## src/rtl/muldiv_pkg.sv

```systemverilog
// Shared definitions for the HI/LO multiply/divide controller:
// operation codes, FSM state encoding and default sizing.
package muldiv_pkg;

    localparam int WIDTH_DEFAULT   = 32;
    localparam int TIMEOUT_DEFAULT = 64;

    typedef enum logic [1:0] {
        OP_MULT = 2'd0,
        OP_DIV  = 2'd1,
        OP_MTHI = 2'd2,
        OP_MTLO = 2'd3
    } op_e;

    typedef enum logic [1:0] {
        IDLE  = 2'd0,
        START = 2'd1,
        WAIT  = 2'd2
    } state_e;

    // True for operations that hand work to an external arithmetic unit.
    function automatic logic is_unit_op(input op_e op);
        logic r;
        case (op)
            OP_MULT: r = 1'b1;
            OP_DIV:  r = 1'b1;
            default: r = 1'b0;
        endcase
        return r;
    endfunction

endpackage

```

## src/rtl/hilo_ctrl.sv

```systemverilog
// HI/LO register controller: sequences the external multiplier/divider,
// owns the HI/LO registers, and serves MFHI/MFLO reads with stall.
module hilo_ctrl
    import muldiv_pkg::*;
#(
    parameter int WIDTH   = WIDTH_DEFAULT,
    parameter int TIMEOUT = TIMEOUT_DEFAULT
) (
    input  logic             clk,
    input  logic             reset,
    input  logic             op_valid,
    input  logic [1:0]       op_code,
    input  logic [WIDTH-1:0] rs_val,
    input  logic [WIDTH-1:0] rt_val,
    output logic             op_ready,
    input  logic             mfhi_req,
    input  logic             mflo_req,
    output logic [WIDTH-1:0] rd_data,
    output logic             stall,
    output logic             mult_init,
    output logic [WIDTH-1:0] mult_a,
    output logic [WIDTH-1:0] mult_b,
    input  logic             mult_end,
    input  logic [WIDTH-1:0] mult_hi,
    input  logic [WIDTH-1:0] mult_lo,
    output logic             div_init,
    output logic [WIDTH-1:0] div_a,
    output logic [WIDTH-1:0] div_b,
    input  logic             div_end,
    input  logic [WIDTH-1:0] div_hi,
    input  logic [WIDTH-1:0] div_lo,
    input  logic             flush,
    output logic             busy,
    output logic             div_zero,
    output logic             timeout_err
);

    // Counter spans START..timeout; TIMEOUT must be at least 2.
    localparam int               CNT_W    = $clog2(TIMEOUT + 1);
    localparam logic [CNT_W-1:0] CNT_LAST = CNT_W'(TIMEOUT - 2);
    localparam logic [CNT_W-1:0] CNT_ONE  = CNT_W'(1);

    state_e           state_r;
    state_e           state_s;
    op_e              op_r;
    op_e              req_op_s;
    logic [WIDTH-1:0] hi_r;
    logic [WIDTH-1:0] lo_r;
    logic [WIDTH-1:0] hi_s;
    logic [WIDTH-1:0] lo_s;
    logic [WIDTH-1:0] opa_r;
    logic [WIDTH-1:0] opb_r;
    logic [CNT_W-1:0] cnt_r;
    logic             mult_init_r;
    logic             div_init_r;
    logic             div_zero_r;
    logic             timeout_err_r;
    logic             accept_s;
    logic             unit_req_s;
    logic             div_by_zero_s;
    logic             unit_end_s;
    logic             timeout_s;

    assign req_op_s      = op_e'(op_code);
    assign op_ready      = (state_r == IDLE) && !flush;
    assign accept_s      = op_valid && op_ready;
    assign unit_req_s    = accept_s && is_unit_op(req_op_s);
    assign div_by_zero_s = (req_op_s == OP_DIV) && (rt_val == {WIDTH{1'b0}});
    // The end pulse on the last allowed WAIT cycle still counts as completion.
    assign timeout_s     = (cnt_r == CNT_LAST) && !unit_end_s;

    assign busy        = (state_r != IDLE);
    assign stall       = busy && (mfhi_req || mflo_req);
    assign mult_init   = mult_init_r;
    assign div_init    = div_init_r;
    assign div_zero    = div_zero_r;
    assign timeout_err = timeout_err_r;
    assign mult_a      = opa_r;
    assign mult_b      = opb_r;
    assign div_a       = opa_r;
    assign div_b       = opb_r;

    // Select the end strobe of the unit owning the current operation.
    always_comb begin
        if (op_r == OP_DIV) begin
            unit_end_s = div_end;
        end else begin
            unit_end_s = mult_end;
        end
    end

    // Next-state logic; flush overrides everything.
    always_comb begin
        state_s = state_r;
        if (flush) begin
            state_s = IDLE;
        end else begin
            case (state_r)
                IDLE: begin
                    if (unit_req_s && !div_by_zero_s) begin
                        state_s = START;
                    end else begin
                        state_s = IDLE;
                    end
                end
                START: state_s = WAIT;
                WAIT: begin
                    if (unit_end_s || timeout_s) begin
                        state_s = IDLE;
                    end else begin
                        state_s = WAIT;
                    end
                end
                default: state_s = IDLE;
            endcase
        end
    end

    // HI/LO next values: unit result, MTHI/MTLO, or hold.
    always_comb begin
        hi_s = hi_r;
        lo_s = lo_r;
        if (flush) begin
            hi_s = hi_r;
            lo_s = lo_r;
        end else if ((state_r == WAIT) && unit_end_s) begin
            if (op_r == OP_DIV) begin
                hi_s = div_hi;
                lo_s = div_lo;
            end else begin
                hi_s = mult_hi;
                lo_s = mult_lo;
            end
        end else if (accept_s && (req_op_s == OP_MTHI)) begin
            hi_s = rs_val;
        end else if (accept_s && (req_op_s == OP_MTLO)) begin
            lo_s = rs_val;
        end else begin
            hi_s = hi_r;
            lo_s = lo_r;
        end
    end

    // Read mux shows register contents before any same-cycle write.
    always_comb begin
        if (mfhi_req) begin
            rd_data = hi_r;
        end else if (mflo_req) begin
            rd_data = lo_r;
        end else begin
            rd_data = {WIDTH{1'b0}};
        end
    end

    // FSM state register.
    always_ff @(posedge clk or negedge reset) begin
        if (!reset) begin
            state_r <= IDLE;
        end else begin
            state_r <= state_s;
        end
    end

    // HI/LO architectural registers.
    always_ff @(posedge clk or negedge reset) begin
        if (!reset) begin
            hi_r <= {WIDTH{1'b0}};
            lo_r <= {WIDTH{1'b0}};
        end else begin
            hi_r <= hi_s;
            lo_r <= lo_s;
        end
    end

    // Operand and op latch; held stable for the whole unit operation.
    always_ff @(posedge clk or negedge reset) begin
        if (!reset) begin
            op_r  <= OP_MULT;
            opa_r <= {WIDTH{1'b0}};
            opb_r <= {WIDTH{1'b0}};
        end else if (unit_req_s) begin
            op_r  <= req_op_s;
            opa_r <= rs_val;
            opb_r <= rt_val;
        end else begin
            op_r  <= op_r;
            opa_r <= opa_r;
            opb_r <= opb_r;
        end
    end

    // Watchdog counter: cleared in START, counts WAIT cycles.
    always_ff @(posedge clk or negedge reset) begin
        if (!reset) begin
            cnt_r <= {CNT_W{1'b0}};
        end else if (state_r == START) begin
            cnt_r <= {CNT_W{1'b0}};
        end else if (state_r == WAIT) begin
            cnt_r <= cnt_r + CNT_ONE;
        end else begin
            cnt_r <= cnt_r;
        end
    end

    // Registered single-cycle strobes.
    always_ff @(posedge clk or negedge reset) begin
        if (!reset) begin
            mult_init_r   <= 1'b0;
            div_init_r    <= 1'b0;
            div_zero_r    <= 1'b0;
            timeout_err_r <= 1'b0;
        end else begin
            mult_init_r   <= (state_s == START) && (req_op_s == OP_MULT);
            div_init_r    <= (state_s == START) && (req_op_s == OP_DIV);
            div_zero_r    <= unit_req_s && div_by_zero_s;
            timeout_err_r <= (state_r == WAIT) && !flush && timeout_s;
        end
    end

endmodule

```

## config.mk

```make
export PLATFORM = sky130hd
export DESIGN_NAME = hilo_ctrl
export DESIGN_NICKNAME = d
export VERILOG_FILES = /design/src/rtl/muldiv_pkg.sv /design/src/rtl/hilo_ctrl.sv
export SDC_FILE = /design/constraint.sdc
export NUM_CORES = 1
export LEC_CHECK = 0
export BUFFER_PORTS_ARGS = -buffer_cell sky130_fd_sc_hd__buf_2
export CELL_PAD_IN_SITES_DETAIL_PLACEMENT = 1
export CELL_PAD_IN_SITES_GLOBAL_PLACEMENT = 1
export CORE_MARGIN = 2
export CORE_UTILIZATION = 40
export CTS_BUF_LIST = sky130_fd_sc_hd__clkbuf_8
export DETAILED_ROUTE_END_ITERATION = 6
export PLACE_DENSITY = 0.95
export SETUP_SLACK_MARGIN = 0.02
export SYNTH_ARGS = -nofsm -noshare
export SYNTH_HDL_FRONTEND = slang
export SYNTH_SLANG_ARGS = --single-unit
```

## constraint.sdc

```tcl
create_clock -name clk -period 4.3 [get_ports clk]
set_input_delay 0.86 -clock clk [delete_from_list [all_inputs] [get_ports clk]]
set_output_delay 0.86 -clock clk [all_outputs]
set_load 0.02 [all_outputs]
```

==> impl_metrics.json, run 1 <==
{
  "synthFlopType": "dfrtp_1",
  "synth_edf_count": 0,
  "ys_types": 36,
  "synth_top_cell_area_share": 0.4482,
  "dp_hpwl_um": 19340,
  "crit_chain": "buf_2, nor2b_2, buf_4, a22o_1, buf_2",
  "grt_pass1_vias": 6935,
  "cts_max_level": 4,
  "wl_per_cell_um": 21.08,
  "worstSetupPathType": "input port to output pin",
  "ir_drop_v": 0.0002291,
  "root_buffer": "clkbuf_8",
  "clock.fmax_mhz": 337.5,
  "status": "complete, no violations",
  "critPathMaxFanout": 31,
  "fin_crit_ns": 2.963,
  "yosysWarnings": 0,
  "postPlaceCellArea_um2": 9587,
  "num_rows": 51,
  "cp_common_cell": "buf_2",
  "synth_top_area_cell": "dfrtp_1",
  "syn_area_um2": 7984,
  "routed_via_density": 5.132,
  "routed_wl_um": 25190,
  "hold_viol_final": 0,
  "ant_nets": 0,
  "num-fill-cells": 2173,
  "setup_viol": 0,
  "core_um2": 19530,
  "ys_async_sr_fraction": 1.000,
  "finalSetupTns_ns": 0,
  "hold_class": "input port to asynchronous set/reset pin",
  "netlist_instances": 618,
  "cp-end-kind": "output pin",
  "cp-start-kind": "input port",
  "clkSinkCount": 143,
  "worst_pin_slew_ns": 1.189,
  "max_cap_violations": 0,
  "slowest_delay_ns": 0.37,
  "yosys-top-cells-area": "dfrtp_1 45%, mux2_2 36%, buf_4 6.8%",
  "rsz0062_at_grt": "false",
  "power.leakage_nw": 4.842,
  "grt_remaining_overflow": 0,
  "gp_congestion": 0.8220,
  "layoutNonFillerInstCount": 1195,
  "drt_iter0_markers": 148,
  "clk_latency_ns": 0.44,
  "cts_resized": 0,
  "die-area_um2": 21110,
  "grt_start_max_net_pins": 76,
  "syn2layout_area_growth_pct": 25.61,
  "p_per_area_nw_per_um2": 483.8,
  "arrival_ns": 2.10,
  "die_w_um": 145.3,
  "die_h_um": 145.3,
  "yosysMostFrequentCell": "mux2_2",
  "finalCritPeriodShare": 0.6891,
  "drive_above_1_share": 0.7168,
  "dr.pass1.iters": 4,
  "report.final.slew_viol_count": 0,
  "synthTopCellsByCount": "252 x mux2_2, 143 x dfrtp_1, 72 x buf_4",
  "fin_worst_skew_ns": 0.01499,
  "final.setup.worst_slack_ns": 1.337,
  "dp_slack_ns": 1.355,
  "worst-path-buf-inv": 3,
  "ys_seq_area_frac": 0.4482,
  "p_total_mw": 4.852,
  "cts_setup_buffers": 0,
  "max-slew-margin-rel": 0.2043,
  "design_area_um2": 10030,
  "portBuffers": 368,
  "grtUsageTotal": 0.2365,
  "cp_slowest_cell": "buf_4",
  "clkSlewWorstSetupHoldPaths_ns": 0.08,
  "cp_top_family": "buffers and inverters",
  "fin_util": 0.5136,
  "hold_buffers": 0,
  "syn_nets": 826,
  "grt_pass1_wl_um": 38870,
  "vias": 6133,
  "cts_buffers": 17,
  "cts_tree": "built",
  "fin_nets": 1120,
  "initial_core_util": 0.4089,
  "hold_slack_ns": 0.4024,
  "grt_antenna_before_repair": 5,
  "r2r_slack_ns": 1.46,
  "required_ns": 3.44,
  "cts_max_path_buffers": 2,
  "placed_cells": 1158,
  "io_pins": 369,
  "avgSynthCellArea_um2": 12.92,
  "synth_seq_cells": 143,
  "drc_errors": 0
}
-- metal layers --
layer  global-route usage  up-vias  part of all wire
met1               0.2540     3031              0.38
met2               0.4374      279              0.53
met3              0.05314       54             0.058
met5                    0        -                 0
li1                     -     2769                 -
met4               0.1127        0             0.037
-- logic make-up (layout without fill, tap and decap cells) --
family / count (synthesis) / after routing / share of synthesized area
multiplexers: 261 / 261 / 0.3677
flip-flops: 143 / 143 / 0.4482
buffers and inverters: 109 / 416 / 0.09168
AND/OR/NAND/NOR: 52 / 52 / 0.03605
AO/OA/AOI/OAI: 45 / 45 / 0.04482
adder cells (fa/ha/maj): 6 / 6 / 0.009403
XOR/XNOR: 2 / 2 / 0.002194
other: 0 / 5 / 0
-- cell type report --
cell class,instances,area (um2),share of cell area
repair buffers,376,1921,0.1915
well taps,265,331.6,0.03306
clock inverters,15,195.2,0.01946
multi-input cells,366,3726,0.3716
clock buffers,17,234.0,0.02333
inverters,8,30.03,0.002994
diodes,5,12.51,0.001248
flip-flops and latches,143,3578,0.3568
-- registers in the layout (all words and copies together), names as in the netlist, 2 cells and up --
signal,count
cnt_r,7
div_a,32
div_b,32
hi_r,32
lo_r,32
op_r,2
state_r,2
-- worst paths after layout --
path | end | cells past startpoint | startpoint
setup / recovery | rd_data[3] | 5 | mfhi_req
max in group asynchronous | lo_r[17]$_DFFE_PN0P_ | 2 | reset
min in group clk | lo_r[27]$_DFFE_PN0P_ | 1 | lo_r[27]$_DFFE_PN0P_
hold / removal | div_b[5]$_DFFE_PN0P_ | 1 | reset
setup reg to reg | lo_r[11]$_DFFE_PN0P_ | 7 | state_r[0]$_DFF_PN0_
hold reg to reg | lo_r[27]$_DFFE_PN0P_ | 1 | lo_r[27]$_DFFE_PN0P_
-- placed cells by master (no fill, tap or decap), types with 2 or more instances in the layout --
| cell type | instances |
|---|---|
| buf_2 | 367 |
| mux2_2 | 252 |
| dfrtp_1 | 143 |
| a22o_1 | 32 |
| clkbuf_8 | 17 |
| inv_1 | 11 |
| nor2_1 | 11 |
| nand2_1 | 10 |
| nor4_1 | 7 |
| buf_4 | 7 |
| mux2_1 | 6 |
| ha_1 | 6 |
| diode_2 | 5 |
| o21ai_0 | 4 |
| nor3_1 | 4 |
| bufinv_16 | 4 |
| a21oi_1 | 3 |
| inv_6 | 3 |
| nand3_1 | 2 |
| nor4b_1 | 2 |
| nand4_1 | 2 |
| nor3b_1 | 2 |
| o21ai_4 | 2 |
| and3_1 | 2 |
| nand2b_1 | 2 |
| mux2i_1 | 2 |
| nor2b_1 | 2 |
| clkinvlp_4 | 2 |
| clkinv_4 | 2 |
-- worst reg2reg max path, stage by stage (launching register included) --
cell and delay [ns]:
dfrtp_1 0.45, inv_1 0.13, ha_1 0.26, nand2_1 0.12, mux2i_4 0.26, buf_4 0.68, mux2_2 0.56, mux2_2 0.27
-- power breakdown --
group,switching (mW),total [mW],internal (mW)
registers,0.267,1.96,1.69
logic,0.943,1.73,0.782
clock network,0.539,1.17,0.632
total,1.75,4.85,3.10
(Power assumes the default switching activity.)
==> run 2, diff against run 1 <==
- CORE_UTILIZATION: 40 -> 34
- PLACE_DENSITY: 0.95 -> 0.89
- clock period: 4.3 -> 2.6 ns (I/O delays scaled with it)
==> impl_metrics.json, run 2 (synthesis results as in run 1) <==
{
  "status": "complete, no violations",
  "slowest_delay_ns": 0.44,
  "startpoint": "state_r[0]$_DFF_PN0_",
  "cts_resized": 0,
  "portBuffers": 368,
  "vias": 6084,
  "grt_pass1_vias": 6552,
  "worst_pin_slew_ns": 0.7018,
  "num-fill-cells": 2594,
  "syn2layout_area_growth_pct": 27.99,
  "final_common_cell": "buf_2",
  "crit_chain": "inv_1, ha_1, nand2_1, mux2i_4, buf_12, mux2_2, mux2_2",
  "rsz0062_at_grt": "false",
  "endpoint": "lo_r[28]$_DFFE_PN0P_",
  "r2r_slack_ns": 0.29,
  "cts_tree": "built",
  "grt_start_max_net_pins": 70,
  "cp-start-kind": "register",
  "clk_latency_ns": 0.45,
  "power.leakage_nw": 4.892,
  "die_h_um": 157.2,
  "fin_crit_ns": 2.313,
  "cp-end-kind": "register",
  "required_ns": 2.92,
  "drc_errors": 0,
  "cts_buffers": 17,
  "ir_drop_v": 0.0003964,
  "ant_nets": 0,
  "fin_nets": 1129,
  "reg2reg_from": "state_r[0]$_DFF_PN0_",
  "report.final.slew_viol_count": 0,
  "design_area_um2": 10220,
  "cts_max_path_buffers": 2,
  "mostFrequentLayoutCells": "367 x buf_2, 252 x mux2_2, 143 x dfrtp_1",
  "drive_above_1_share": 0.7203,
  "max-slew-margin-rel": 0.5321,
  "grt_antenna_before_repair": 1,
  "critPathMaxFanout": 26,
  "finalCritPeriodShare": 0.8895,
  "grt_remaining_overflow": 0,
  "die_w_um": 157.2,
  "io_pins": 369,
  "routed_wl_um": 24810,
  "dr.pass1.iters": 4,
  "hold_viol_final": 0,
  "highest_layer": "met4",
  "cts_setup_buffers": 0,
  "p_total_mw": 7.956,
  "cp_slowest_cell": "dfrtp_1",
  "fin_worst_skew_ns": 0.01454,
  "root_buffer": "clkbuf_8",
  "p_per_area_nw_per_um2": 778.6,
  "initial_core_util": 0.3432,
  "met2WireLength_um": 12930,
  "wl_met1_um": 9640,
  "hold_class": "input port to asynchronous set/reset pin",
  "core_um2": 23260,
  "grt_pass1_wl_um": 36690,
  "wl_per_cell_um": 19.80,
  "clkSinkCount": 143,
  "arrival_ns": 2.63,
  "finalSetupTns_ns": 0,
  "clkSlewWorstSetupHoldPaths_ns": 0.09,
  "postPlaceCellArea_um2": 9814,
  "ff2ff_path_depth": 7,
  "cts_max_level": 4,
  "cp_common_cell": "mux2_2",
  "grtUsageTotal": 0.1978,
  "rr_endpoint": "lo_r[28]$_DFFE_PN0P_",
  "dp_hpwl_um": 19110,
  "drt_iter0_markers": 143,
  "clock.fmax_mhz": 432.4,
  "worstSetupPathType": "register to register",
  "gp_congestion": 0.7786,
  "setup_viol": 0,
  "max_cap_violations": 0,
  "num_rows": 56,
  "wl_met3_um": 1578,
  "hold_buffers": 0,
  "die-area_um2": 24720,
  "routed_via_density": 4.856
}
[run 2: cell types whose count changed in the layout (fill, tap and decap cells not counted), sizes merged]
cell,delta
buf,+9
clkinvlp,+2
bufinv,-1
inv,-1
diode,-4
clkinv,-1
[run 2: worst max-delay path: cells and delay by family, from the launching register on]
| kind | cells | cell delay [ns] |
|---|---|---|
| buf+inv | 2 | 0.38 |
| mux | 3 | 1.03 |
| flops | 1 | 0.44 |
| simple gates | 1 | 0.10 |
| fa+ha+maj | 1 | 0.22 |
[run 2: how the worst min path moves through the flow]
| stage | endpoint | startpoint | cells past startpoint | slack (ns) |
|---|---|---|---|---|
| final | div_b[28]$_DFFE_PN0P_ | reset | 1 | 0.07 |
| after global routing | div_b[28]$_DFFE_PN0P_ | reset | 1 | 0.08 |
| after CTS | div_b[28]$_DFFE_PN0P_ | reset | 1 | 0.08 |
| after detailed placement | lo_r[26]$_DFFE_PN0P_ | lo_r[26]$_DFFE_PN0P_ | 1 | 0.49 |
| after global placement | hi_r[17]$_DFFE_PN0P_ | hi_r[17]$_DFFE_PN0P_ | 1 | 0.49 |
| after floorplan | cnt_r[0]$_DFFE_PN0P_ | reset | 0 | 0.22 |
[run 2: layer usage]
metal	vias up	global-route usage
li1	2770	-
met1	3010	0.2211
met2	267	0.3633
met3	37	0.04708
met4	0	0.07403
met5	-	0
[run 2: layout make-up]
class / instances / area, um2 / area share
sequential: 143 / 3578 / 0.3502
tap: 319 / 399.1 / 0.03906
inverter: 8 / 30.03 / 0.002939
antenna: 1 / 2.502 / 0.0002449
clock buffer: 17 / 234.0 / 0.02290
clock inverter: 14 / 167.7 / 0.01641
timing repair buffer: 385 / 2076 / 0.2031
multi-input combinational: 366 / 3731 / 0.3651
[run 2: stage by stage]
stage | setup slack (ns) | util | instances | hold slack [ns]
after floorplan | 0.5701 | - | 618 | 0.2244
after global placement | 0.3972 | 0.4219 | 1221 | 0.4880
after detailed placement | 0.3068 | 0.4219 | 1221 | 0.4947
after CTS | 0.2771 | 0.4392 | 1252 | 0.08216
after global routing | 0.1766 | 0.4392 | 1252 | 0.08070
final | 0.2873 | 0.4393 | 1253 | 0.07381
[run 2: power by group]
part           leakage, nW  internal (mW)  switching [mW]
combinational         2.97           1.32            1.57
clock                0.197          0.945           0.936
sequential            1.72           2.79           0.390
total                 4.89           5.06            2.90
